### config.mk
export PLATFORM = sky130hd
export DESIGN_NAME = event_encoder
export DESIGN_NICKNAME = d
export VERILOG_FILES = /design/src/rtl/event_encoder.sv
export SDC_FILE = /design/constraint.sdc
export NUM_CORES = 1
export LEC_CHECK = 0
export CORE_MARGIN = 5
export CORE_UTILIZATION = 54
export DETAILED_ROUTE_END_ITERATION = 7
export DONT_BUFFER_PORTS = 1
export PLACE_DENSITY_LB_ADDON = 0.12
export SLEW_MARGIN = 20
export SYNTH_ARGS = -nofsm -noshare
export SYNTH_HDL_FRONTEND = slang
export SYNTH_SLANG_ARGS = --single-unit
### constraint.sdc
create_clock -name clk -period 1.9 [get_ports clk]
set_input_delay 0.19 -clock clk [delete_from_list [all_inputs] [get_ports clk]]
set_output_delay 0.19 -clock clk [all_outputs]
set_load 0.01 [all_outputs]
### src/rtl/event_encoder.sv
// Sequential N-to-log2(N) event encoder: sticky pending bits drained one index per valid/ready transfer.
// Define EVENT_ENCODER_RR_EN for round-robin selection; the default build uses fixed highest-index priority.
module event_encoder #(
    parameter int N = 8,
    parameter int W = $clog2(N)
) (
    input  logic         clk,
    input  logic         rst_n,
    input  logic         en,
    input  logic [N-1:0] req,
    input  logic         ready_i,
    output logic         valid_o,
    output logic [W-1:0] idx_o,
    output logic [N-1:0] pending_o,
    output logic         overflow_o
);

    typedef enum logic {IDLE, PRESENT} state_t;

    state_t       state, state_next;
    logic         acc;
    logic [N-1:0] clear_mask, set_mask, cand, pending_next;
    logic         overflow_next, valid_next;
    logic [W-1:0] idx_next, sel_idle, sel_acc;

`ifdef EVENT_ENCODER_RR_EN
    logic [W-1:0] last;

    // Ascending search from start, wrapping naturally through W-bit arithmetic.
    function automatic logic [W-1:0] sel_rr(input logic [N-1:0] vec, input logic [W-1:0] start);
        logic [W-1:0] j;
        logic         found;
        sel_rr = '0;
        found  = 1'b0;
        for (int i = 0; i < N; i++) begin
            j = start + W'(i);
            if (!found && vec[j]) begin
                sel_rr = j;
                found  = 1'b1;
            end
        end
    endfunction

    // After an accept the pointer becomes idx_o, so that search starts just past it.
    assign sel_idle = sel_rr(pending_o, last + W'(1));
    assign sel_acc  = sel_rr(cand, idx_o + W'(1));
`else
    function automatic logic [W-1:0] sel_fixed(input logic [N-1:0] vec);
        sel_fixed = '0;
        for (int i = 0; i < N; i++) begin
            if (vec[i]) sel_fixed = W'(i);
        end
    endfunction

    assign sel_idle = sel_fixed(pending_o);
    assign sel_acc  = sel_fixed(cand);
`endif

    always_comb begin
        acc           = valid_o & ready_i;
        clear_mask    = acc ? ({{(N-1){1'b0}}, 1'b1} << idx_o) : '0;
        set_mask      = en ? req : '0;
        cand          = pending_o & ~clear_mask;
        pending_next  = cand | set_mask;
        // A request re-setting the bit being accepted is a fresh event, not a merge.
        overflow_next = |(set_mask & cand);
        state_next    = state;
        idx_next      = idx_o;
        case (state)
            IDLE: begin
                if (|pending_o) begin
                    idx_next   = sel_idle;
                    state_next = PRESENT;
                end
            end
            PRESENT: begin
                if (acc) begin
                    if (|cand) idx_next   = sel_acc;
                    else       state_next = IDLE;
                end
            end
            default: state_next = IDLE;
        endcase
        valid_next = (state_next == PRESENT);
    end

    always_ff @(posedge clk or negedge rst_n) begin
        if (!rst_n) begin
            state      <= IDLE;
            valid_o    <= 1'b0;
            idx_o      <= '0;
            pending_o  <= '0;
            overflow_o <= 1'b0;
        end else begin
            state      <= state_next;
            valid_o    <= valid_next;
            idx_o      <= idx_next;
            pending_o  <= pending_next;
            overflow_o <= overflow_next;
        end
    end

`ifdef EVENT_ENCODER_RR_EN
    always_ff @(posedge clk or negedge rst_n) begin
        if (!rst_n)   last <= W'(N-1);
        else if (acc) last <= idx_o;
    end
`endif

endmodule
==> impl_results.md <==
* Post-Synth Simple-Gate Area at 0.208
* Cell taking the most area after synthesis: dfrtp_1
* Run status: complete, but fails checks
* R2r setup slk at -0.06 ns
* IO buf count at 0
* Pwr Density at between 1000 and 1500 nW/µm²
* Worst hold path class: in2reg
* Worst Path Max Fanout at 4
* Post-route antenna net violation count at 0
* Setup crit end: idx_o[1]
* Max-cap violations at 0
* Crit. End Element: flip-flop
* Failing checks: setup timing
* Mux share of post-synthesis cell area at 0.0393
* Drt via density at 6.32
* Share of cells above drive strength 1 at 0.347
* Gate Count Post-Synth at 86
* RSZ-0062 raised after global routing: true
* Top-area cell type share of the netlist area at 0.393
* Data required time at the worst endpoint at 2.07 ns
* Number of global-route vias before repair at 904
* Post-synthesis sequential area ratio at 0.393
* Synth Area in Adders at 0
* Fmax at slightly above 500 MHz
* Reg2reg path depth at 5
* Worst R2R Start: idx_o[1]
* Detailed placement HPWL at 1910 µm
* H-tree depth at 1
* Finished Core Util at 0.737
* Clock-pin transition on the worst setup and hold timing paths at 0.08 ns
* Synth Area in Compound Gates at 0.322
* Post-Syn Area per Cell at 9.63 µm²
* Grt ovf at 0
* Routed WL at 2410 µm
* EDFF count, synth at 0
* Main combinational cell family by area after synthesis: compound AO/OA/AOI/OAI gates
* Relative slew slack at 0.570
* Die X at 49.2 µm
* Worst VDD drop at about 0.65 mV
* Nets at 131
* Worst-Skew Late Latency at 0.29 ns
* FF+latch count, synth at 13
* Num rows at 14
* Crit path DAT at 2.13 ns
* Cells after DPL at 125
* Ys flop type: dfrtp_1
* Worst-Margin Slew at 0.643 ns
* Crit start category: flip-flop
* Synthesis-to-layout area growth at 32.5%
* Root Driver: clkbuf_4
* Final critical-path required period at about 2 ns
* Sink Count at 13
* Crit path kind: reg2reg
* Fillers at 117
* Drt pass-1 iters at 7
* Async S/R FF share, synth at 1.00
* Syn_nets at 98
* DR vias at 847
* Library cells used by synthesis at 42
* Fin. Hold Viols at 0
* PnR worst setup slack at -0.0597 ns
* Drt drc at 0
* Cts bufs inserted at 3
* Largest net degree at the start of global routing at 14
* Post-Syn Area at 828 µm²
* Io pins at 25
* RR Endpoint: idx_o[1]
* Xor and xnor area share after synthesis at 0
* Starting Density at 0.556
* Synth top area cells: dfrtp_1 39%, nand2_1 4.5%, o21ai_0 3.6%
* # diodes at 0
* Maximum clock path buffer count at 2
* Total GRT Usage at 0.219
* First-pass GRT wire length at ~4100 µm
* CTS tree: done
* Die Y at 49.2 µm
* CP Launch Point: idx_o[1]
* Yosys Warn Count at 0
* Final Setup Violations at 2
* DR iter-0 viols at 40
* Final worst path period share at 1.03
* GP Congestion at approximately 0.86
* Slew Viols, Final at 0
* Clk_skew at about 0.0015 ns
* Core Region at 1490 µm²
* Die area at roughly 2400 µm²
* Initial antenna violation count at 0
* Fin cells at 134
* Leak at 0.495 nW
* Final hold slack at about 0.011 ns
* Routed wire length per instance at 18.0 µm
## flip-flops by register name (all words and copies together), names as in the netlist
| signal | count |
|---|---|
| state | 1 |
| overflow_o | 1 |
| idx_o | 3 |
| pending_o | 8 |
## cells in the final DEF, fill, tap and decap left out, types with 2 or more instances in the layout
master         netlist  routed
inv_1                5       5
dfrtp_2              0       2
buf_4                1      27
o21a_2               2       2
o31a_1               2       2
nor2_1               3       3
nand2_1             10      10
a21o_1               3       3
o21ai_0              6       5
nand2b_1             3       3
o22ai_1              2       2
o21a_1               2       2
o21ai_1              1       2
clkbuf_4             0       3
dlygate4sd3_1        0       3
or4_1                2       2
a22oi_1              3       3
dfrtp_1             13      11
mux2_1               2       2
## where the power goes
| group | switching, mW | internal (mW) | total [mW] |
|---|---|---|---|
| Combinational | 0.297 | 0.322 | 0.619 |
| Sequential | 0.102 | 0.347 | 0.449 |
| Clock | 0.100 | 0.0818 | 0.182 |
## routing by layer
metal,GRT usage,part of all wire,wire length [µm]
met2,0.320,0.44,1060
met5,0,0,0
met4,0.135,0.044,107
met3,0.0979,0.10,252
met1,0.259,0.41,993
## synthesized netlist by cell type (2+ instances only)
| library cell | n |
|---|---|
| nand2_1 | 10 |
| o21a_1 | 2 |
| dfrtp_1 | 13 |
| o22ai_1 | 2 |
| a22oi_1 | 3 |
| mux2_1 | 2 |
| o31a_1 | 2 |
| o21a_2 | 2 |
| a21o_1 | 3 |
| nor2_1 | 3 |
| inv_1 | 5 |
| nand2b_1 | 3 |
| o21ai_0 | 6 |
| or4_1 | 2 |
## metrics by stage
stage | instance area (µm²) | setup TNS [ns] | setup slack [ns] | power, mW
floorplan | 838 | -0.278 | -0.140 | 0.749
global placement | 1020 | -0.0522 | -0.0264 | 1.02
detailed placement | 1020 | -0.117 | -0.0675 | 1.04
CTS | 1070 | -0.124 | -0.0690 | 1.23
global route | 1100 | -0.234 | -0.122 | 1.34
finish | 1100 | -0.102 | -0.0597 | 1.25
## logic make-up (layout without fill, tap and decap cells)
kind of cell / Yosys count / after routing
buffers and inverters: 7 / 39
AOI/OAI and AO/OA: 33 / 33
and+or+nand+nor: 30 / 30
muxes: 3 / 3
DFF: 13 / 13
## worst min path at each step
stage               startpoint      endpoint  slack (ns)  cells past startpoint
CTS                         en  pending_o[2]       0.003                      1
floorplan                rst_n      idx_o[0]       -0.11                      0
global placement         rst_n  pending_o[7]       -0.11                      0
detailed placement       rst_n  pending_o[1]       -0.11                      0
global route                en  pending_o[2]       0.006                      1
finish                      en  pending_o[2]        0.01                      1
## critical path, stage by stage (launching register included)
cell       delay (ns)
dfrtp_2          0.43
nand3b_1         0.19
o31a_1           0.26
or4_4            0.49
o2bb2ai_2        0.15
mux2_1           0.32
## layout make-up
type | instances | area (µm²) | share of cell area
Tap cell | 16 | 20.0 | 0.0182
Multi-Input combinational cell | 66 | 472 | 0.430
Sequential cell | 13 | 328 | 0.299
Inverter | 5 | 18.8 | 0.0171
Timing Repair Buffer | 30 | 233 | 0.212
Clock buffer | 4 | 26.3 | 0.0239
## what timing repair did
item                                    in CTS  in global routing
endpoints found under the setup margin       2                  2
resized for setup                            0                  2
setup buffers                                1                  1
endpoints found under the hold margin       13                  1
hold buffers                                 1                  2
(Power assumes the default switching activity.)
